--- src/rtl/constants.svh ---
// Shared FIR datapath constants.
// Include this file inside a package or module scope. It declares localparams,
// so every scope that needs the values gets its own copy.
//   DATA_WIDTH : width of one sample and of one tap.
//   NUM_REGS   : number of taps in the delay line (must be >= 2).
localparam int DATA_WIDTH = 16;
localparam int NUM_REGS   = 8;

--- src/rtl/sample_window_pkg.sv ---
// Types shared by the FIR input stage, the mac block and the coefficient store.
//   sample_t      : one sample or tap value, DATA_WIDTH bits, stored unmodified.
//   windowState_t : fill state of the tap delay line.
package sample_window_pkg;

  `include "constants.svh"

  typedef logic [DATA_WIDTH-1:0] sample_t;

  typedef enum logic [1:0] {
    EMPTY,
    FILLING,
    FULL
  } windowState_t;

endpackage

--- src/rtl/tap_shift_reg.sv ---
// Tap delay line with an enable and a synchronous clear.
// On each enabled rising edge, a new value enters at taps[0] and every other tap
// moves one place toward the end of the line. The value in the last tap is dropped.
//   clk     : clock
//   rst     : synchronous active-high reset; all taps go to 0
//   clear   : synchronous clear; all taps go to 0
//   shiftEn : shift dataIn into the line this cycle
//   dataIn  : value that enters taps[0]
//   taps    : parallel tap vector; taps[0] holds the newest value
module tap_shift_reg #(
  parameter int WIDTH = 16,
  parameter int DEPTH = 8
) (
  input  logic             clk,
  input  logic             rst,
  input  logic             clear,
  input  logic             shiftEn,
  input  logic [WIDTH-1:0] dataIn,
  output logic [WIDTH-1:0] taps [0:DEPTH-1]
);

  // Reset and clear share one path because both must leave an all-zero window.
  // When a clear arrives together with a shift, the clear wins.
  always_ff @(posedge clk) begin
    if (rst || clear) begin
      for (int k = 0; k < DEPTH; k++) begin
        taps[k] <= '0;
      end
    end else if (shiftEn) begin
      taps[0] <= dataIn;
      for (int k = 1; k < DEPTH; k++) begin
        taps[k] <= taps[k-1];
      end
    end
  end

endmodule

--- src/rtl/sample_window.sv ---
// FIR input stage. Samples arrive over a valid/ready handshake and are shifted
// into a NUM_REGS-deep tap delay line. The stage tracks the fill level and
// flags when a window is ready for the mac block.
//   clk         : clock
//   rst         : synchronous active-high reset
//   sampleIn    : incoming sample
//   sampleValid : sampleIn is valid this cycle
//   sampleReady : the stage can accept a sample this cycle
//   flush       : synchronous clear of the window
//   outReady    : the downstream consumer takes the current window
//   pDataOut    : tap vector; [0] is the newest sample
//   windowValid : pDataOut holds a window to be consumed
//   fillCount   : number of samples held, 0..NUM_REGS
module sample_window
  import sample_window_pkg::*;
#(
  parameter int DATA_WIDTH   = sample_window_pkg::DATA_WIDTH,
  parameter int NUM_REGS     = sample_window_pkg::NUM_REGS,
  parameter bit EMIT_PARTIAL = 1'b0
) (
  input  logic                          clk,
  input  logic                          rst,
  input  logic [DATA_WIDTH-1:0]         sampleIn,
  input  logic                          sampleValid,
  output logic                          sampleReady,
  input  logic                          flush,
  input  logic                          outReady,
  output logic [DATA_WIDTH-1:0]         pDataOut [0:NUM_REGS-1],
  output logic                          windowValid,
  output logic [$clog2(NUM_REGS+1)-1:0] fillCount
);

  localparam int CountWidth = $clog2(NUM_REGS + 1);
  localparam logic [CountWidth-1:0] FullCount = CountWidth'(NUM_REGS);
  localparam logic [CountWidth-1:0] LastCount = CountWidth'(NUM_REGS - 1);

  windowState_t            stateQ;
  windowState_t            stateD;
  logic [CountWidth-1:0]   fillD;
  logic                    validD;
  logic                    accept;

  // Ready does not depend on sampleValid. This keeps the handshake free of
  // combinational loops. A window that is waiting for the consumer blocks new
  // samples, because a shift would overwrite a window that was never consumed.
  assign sampleReady = !rst && !flush && (!windowValid || outReady);
  assign accept      = sampleValid && sampleReady;

  tap_shift_reg #(
    .WIDTH (DATA_WIDTH),
    .DEPTH (NUM_REGS)
  ) taps (
    .clk     (clk),
    .rst     (rst),
    .clear   (flush),
    .shiftEn (accept),
    .dataIn  (sampleIn),
    .taps    (pDataOut)
  );

  // Next-state logic for the fill FSM, the fill counter and windowValid.
  // The state that follows an accept decides whether the new window is complete.
  // That is why the FILLING->FULL step looks at the count before it increments.
  // An accept always replaces the window, so it takes priority over a consume.
  always_comb begin
    stateD = stateQ;
    fillD  = fillCount;
    validD = windowValid;
    if (flush) begin
      stateD = EMPTY;
      fillD  = '0;
      validD = 1'b0;
    end else begin
      if (accept) begin
        if (fillCount != FullCount) begin
          fillD = fillCount + 1'b1;
        end
        unique case (stateQ)
          EMPTY:   stateD = FILLING;
          FILLING: if (fillCount == LastCount) stateD = FULL;
          FULL:    stateD = FULL;
          default: stateD = EMPTY;
        endcase
      end
      if (accept && (stateD == FULL || EMIT_PARTIAL)) begin
        validD = 1'b1;
      end else if (outReady) begin
        validD = 1'b0;
      end
    end
  end

  // State register. Reset takes priority over everything, including a window
  // that is stalled and waiting for the consumer.
  always_ff @(posedge clk) begin
    if (rst) begin
      stateQ      <= EMPTY;
      fillCount   <= '0;
      windowValid <= 1'b0;
    end else begin
      stateQ      <= stateD;
      fillCount   <= fillD;
      windowValid <= validD;
    end
  end

endmodule

--- config.mk ---
export PLATFORM = sky130hd
export DESIGN_NAME = sample_window
export DESIGN_NICKNAME = d
export VERILOG_FILES = /design/src/rtl/sample_window_pkg.sv /design/src/rtl/tap_shift_reg.sv /design/src/rtl/sample_window.sv
export VERILOG_INCLUDE_DIRS = /design/src /design/src/rtl
export SDC_FILE = /design/constraint.sdc
export NUM_CORES = 1
export LEC_CHECK = 0
export BUFFER_PORTS_ARGS = -buffer_cell sky130_fd_sc_hd__buf_2
export CELL_PAD_IN_SITES_DETAIL_PLACEMENT = 1
export CELL_PAD_IN_SITES_GLOBAL_PLACEMENT = 2
export CORE_ASPECT_RATIO = 0.5
export CORE_MARGIN = 3
export CORE_UTILIZATION = 26
export CTS_BUF_LIST = sky130_fd_sc_hd__clkbuf_4
export DETAILED_ROUTE_END_ITERATION = 7
export GPL_ROUTABILITY_DRIVEN = 0
export PLACE_DENSITY = 0.83
export RECOVER_POWER = 50
export SETUP_SLACK_MARGIN = 0.05
export SYNTH_ARGS = -nofsm -noshare
export SYNTH_HDL_FRONTEND = slang
export SYNTH_SLANG_ARGS = --single-unit
--- constraint.sdc ---
create_clock -name clk -period 1.3 [get_ports clk]
set_input_delay 0.26 -clock clk [delete_from_list [all_inputs] [get_ports clk]]
set_output_delay 0.26 -clock clk [all_outputs]
set_load 0.02 [all_outputs]
After elaboration in Yosys (flattened, before gate mapping)
Cells that the tools add are included.
{ "classes": {"n_addsub": 1, "eq_ne": 5, "n_mux": 6, "n_reduce_logical": 13} }
{ "ops": {"columns": ["cell", "n"], "rows": [
  ["2-bit 2-to-1 mux", 3],
  ["2-bit case mux with 3 select lines", 1],
  ["4-bit by 1-bit adder with 4-bit output, second input constant", 1],
  ["2-bit == test, second input constant", 2],
  ["4-bit by 3-bit == test with 1-bit output, second input constant", 1],
  ["1-bit logical AND", 4],
  ["4-bit != test, second input constant", 1],
  ["1-bit logical NOT", 3],
  ["2-bit by 1-bit == test with 1-bit output, second input constant", 1],
  ["2-bit logical NOT", 1],
  ["1-bit logical OR", 2],
  ["1-bit 2-to-1 mux", 2],
  ["2-bit AND reduction", 1],
  ["2-bit nonzero test", 1],
  ["2-bit OR reduction", 1]
]} }
{ "totals": {"ff_bits": 135, "input_bits": 21, "output_inout_bits": 134} }

Longest topological paths before layout
{ "depth": {"depth_word": 9, "depth_mapped": 7, "mapped_depth_nobuf": 6} }

Hierarchy
Synthesis repeated with hierarchy kept, for this count alone.
{ "hier_totals": {"cells_unflattened": 454, "area_unflattened_um2": 5067.4} }
{ "modules_own_cells": {"columns": ["module", "n_inst", "cells_each", "area_each_um2", "seq_area_each_um2"], "rows": [
  ["tap_shift_reg", 1, 413, 4687.0, 2562.5],
  ["sample_window", 1, 41, 380.4, 140.1]
]} }

Least setup slack after synthesis
Ideal clock, no wire load.
{ "synth_path": {"kind": "reg2reg", "startpoint": "register windowValid", "endpoint": "register taps.taps[102] (netlist bit)", "setup_time_ns": 0.113, "arrival_time_ns": 1.277, "path_slack_ns": -0.089, "path_stages_with_launch": 8, "n_path_buf": 3, "path_cell_list": "dfxtp_1 nand2b_1 and3_1 buf_2 buf_4 buf_2 nand2_1 nand2_1"} }
{ "synth_between": {"elab_chain_cells": 4} }
{ "synth_lines": {"columns": ["item", "line_no", "text"], "rows": [
  ["start: declaration", "sample_window.sv:29", "output logic windowValid,"],
  ["start signal: assignment", "sample_window.sv:103", "windowValid <= validD;"],
  ["1-bit logical NOT", "sample_window.sv:46", "assign sampleReady = !rst && !flush && (!windowValid || outReady);"],
  ["1-bit logical OR", "sample_window.sv:46", null],
  ["1-bit logical AND", "sample_window.sv:46", null],
  ["1-bit logical AND", "sample_window.sv:47", "assign accept = sampleValid && sampleReady;"],
  ["end signal: indexed assignment", "tap_shift_reg.sv:32", "taps[k] <= taps[k-1];"],
  ["end: declaration", "tap_shift_reg.sv:19", "output logic [WIDTH-1:0] taps [0:DEPTH-1]"]
]} }
Every way passes these cells.
A chain may end at the register's enable or synchronous reset.

Worst setup path after layout
{ "layout_path": {"startpoint": "register windowValid", "endpoint": "output port sampleReady"} }
{ "layout_between": {"elab_chain_cells": 3} }
{ "layout_lines": {"columns": ["item", "line_no", "text"], "rows": [
  ["1-bit logical NOT", "sample_window.sv:46", null],
  ["1-bit logical OR", "sample_window.sv:46", null],
  ["1-bit logical AND", "sample_window.sv:46", null],
  ["end: declaration", "sample_window.sv:25", "output logic sampleReady,"]
]} }
Every way passes these cells.

==> flow_metrics.py <==
metrics = {
    "global_route": {
        "grt_max_degree": 81,
        "grt_pass1_vias": 5730,
        "overflow": 0,
        "grt_pass1_wl_mm": 31.8,
        "antenna_found_initial": 1,
        "globalRouteTotalUtil": 0.205,
    },
    "setup_path": {
        "slowest_delay_ps": 390,
        "cp.arrival_ps": 1220,
        "crit_family": "flip-flops",
        "crit_chain": "nand2b_4 > and2_4 > buf_6",
        "cp_num_buf_inv": 1,
        "crit_type": "reg2out",
        "cp_slowest_cell": "dfxtp_4",
        "cp-start-kind": "register",
        "required_ps": 1040,
        "critPathMaxFanout": 2,
        "crit_path_end_kind": "output port",
    },
    "power_and_ir_drop": {
        "power.switching_mw": 2.04,
        "comb_power_share": 0.086,
        "switching_share": 0.260,
        "sequentialPowerShare": 0.532,
        "p_int_mw": 5.80,
        "irDropWorstVdd_mv": 0.475,
        "clkPwrFrac": 0.382,
        "leakage_nw": 4.41,
        "p_per_area_nw_per_um2": 892,
    },
    "outcome": {
        "status": "finished with violations",
        "failed_checks": "negative setup slack",
    },
    "cts": {
        "clock-root-buffer": "clkbuf_4",
        "cts_buffers": 17,
        "ctsHtreeMaxLevel": 4,
        "clk_path_buf_depth": 2,
        "cts.reportedPaths.clkPinSlew_ps": 140,
        "clock-sinks": 135,
        "clk_latency_ps": 520,
        "cts_tree": "built",
    },
    "finish": {
        "utilization": 0.500,
        "area_delta_synth_final_pct": 86.3,
        "drive_gt1_frac": 0.552,
        "multi_input_area_sq_um": 1930,
        "final-seq-area_sq_um": 2900,
        "stdcell_area_sq_um": 8780,
        "final_nets": 928,
        "n_fill_cell": 2023,
        "final_cells": 1153,
    },
    "sta": {
        "fmax_mhz": 674,
        "period_needed_ps": 1480,
        "slew_viol_final": 0,
        "fin_ws_ps": -183,
        "slew_headroom": 0.739,
        "rsz0062_at_grt": "yes",
        "hold_viol_final": 0,
        "finalCritPeriodShare": 1.14,
        "max_slew.worst_pin.slew_ps": 392,
        "finClkSkew_ps": 30.7,
        "setup_viol": 136,
    },
    "job": {
        "cap_violations": 0,
    },
    "detailed_routing": {
        "drc": 0,
        "vias": 5421,
        "wirelength_mm": 23.2,
        "routedWlPerCell_um": 20.1,
        "firstDrtPassIters": 4,
        "ant_nets": 0,
        "drtIter0Drc": 290,
        "viasPerCell": 4.70,
    },
    "synthesis": {
        "synth_edf_count": 0,
        "yosysWarningCount": 0,
        "seq_area_frac_synth": 0.573,
        "async_flop_share": 0,
        "synth_seq_cells": 135,
        "avgSynthCellArea_sq_um": 7.91,
        "netlist_area_sq_um": 4710,
        "synth_flop_cell": "dfxtp_1",
        "yosysUniqueCellTypes": 26,
        "syn-num-nets": 619,
        "syn_inst": 596,
    },
    "floorplan": {
        "core_area_sq_um": 17600,
        "initial_core_util": 0.268,
        "fp.dieH_um": 101,
        "die_area_sq_um": 19900,
        "std_cell_rows": 34,
        "io_pins": 155,
        "die_x_um": 196,
    },
    "hold_path": {
        "hp-class": "in2reg",
    },
    "place": {
        "dp.cells": 957,
        "hpwlAfterDp_mm": 10.4,
        "portBuffers": 154,
        "place_ws_ps": -71.1,
        "dpl_cell_area_sq_um": 5820,
    },
}
[routing by layer]
layer  part of all wire  track usage
met1               0.43        0.252
met3              0.038       0.0362
met2               0.51        0.371
met4              0.024       0.0629
met5                  0            0
[cells in the mapped netlist (2+ instances only)]
cell / n / area, sq um
a21oi_1: 3 / 15.0
ha_1: 2 / 25.0
buf_2: 24 / 120
nor2_1: 3 / 11.3
nand4_1: 2 / 12.5
inv_1: 3 / 11.3
dfxtp_1: 135 / 2700
buf_1: 4 / 15.0
clkbuf_1: 14 / 52.6
nand3_1: 130 / 651
nand2_1: 261 / 980
[kinds of logic (layout without fill, tap and decap cells)]
family,Yosys count,after routing,share of synthesized area
muxes,2,2,0.00451
adders and majority gates,2,2,0.00531
other,0,2,0
and+or+nand+nor,405,407,0.365
buffers and inverters,46,365,0.0438
xor gates and xnor gates,1,1,0.00186
DFF,135,135,0.573
AOI/OAI and AO/OA,5,5,0.00610
[power by group through the flow]
stage,sequential (mW),combinational [mW],clock (mW)
after floorplan,4.30,0.180,0
after global placement,4.28,0.369,0
after detailed placement,4.28,0.370,0
after CTS,4.17,0.599,3.04
after global routing,4.17,0.710,3.27
final,4.17,0.670,2.99
[flip-flops by register name (all words and copies together), names as in the netlist]
name,flops
taps.taps,128
fillCount,4
stateQ,2
windowValid,1
[worst register-to-register path: stages (launching register included)]
cell      delay, ps
dfxtp_4         430
inv_4            50
ha_4            150
nand3b_1        100
nand4_1         210
nor3b_2         310
a31o_1          150
[stage by stage]
stage                     hold WS, ps  TNS (ps)  power, mW
after floorplan                   359         0       4.49
after global placement            438      -556       4.65
after detailed placement          445     -2760       4.65
after CTS                        16.9     -2490       7.81
after global routing             33.2    -20220       8.16
final                            77.1    -10340       7.83
[area by class of cell]
class | instances | area share
Multi-Input combinational cell | 417 | 0.220
Tap cell | 234 | 0.0333
Inverter | 3 | 0.00185
Clock buffer | 18 | 0.0154
Clock inverter | 13 | 0.0177
Timing Repair Buffer | 331 | 0.382
Sequential cell | 135 | 0.330
Antenna cell | 2 | 0.000570
[cells in the final DEF, fill, tap and decap left out, types with 3 or more instances in the layout]
cell and instances:
buf_12 8, buf_16 9, buf_2 20, buf_4 137
buf_6 136, bufinv_16 3, clkbuf_16 3, clkbuf_4 18
clkinv_2 3, clkinvlp_4 3, dfxtp_2 122, dfxtp_4 11
dlygate4sd3_1 16, inv_4 3, nand2_1 252, nand2_2 9
nand3_1 126, nand3_2 3
[repair_timing]
item | in CTS | in global routing
setup buffers | 115 | 19
pin swaps | 8 | 4
hold buffers | 16 | 0
hold endpoints to repair | 16 | 0
setup endpoints to repair | 149 | 269
gates resized for setup | 419 | 32
cloned | 10 | 3
[path summary, 6_finish.rpt]
check                              start                          end  slack (ps)  cells after the start
max             windowValid$_SDFFE_PP0P_                  sampleReady        -180                      3
max reg2reg    fillCount[1]$_SDFFE_PP0P_    fillCount[2]$_SDFFE_PP0P_        -180                      6
min                          sampleValid     windowValid$_SDFFE_PP0P_          80                      3
min reg2reg  taps.taps[119]$_SDFFE_PP0N_  taps.taps[103]$_SDFFE_PP0N_         450                      2
Power figures use the tool's default switching activity.
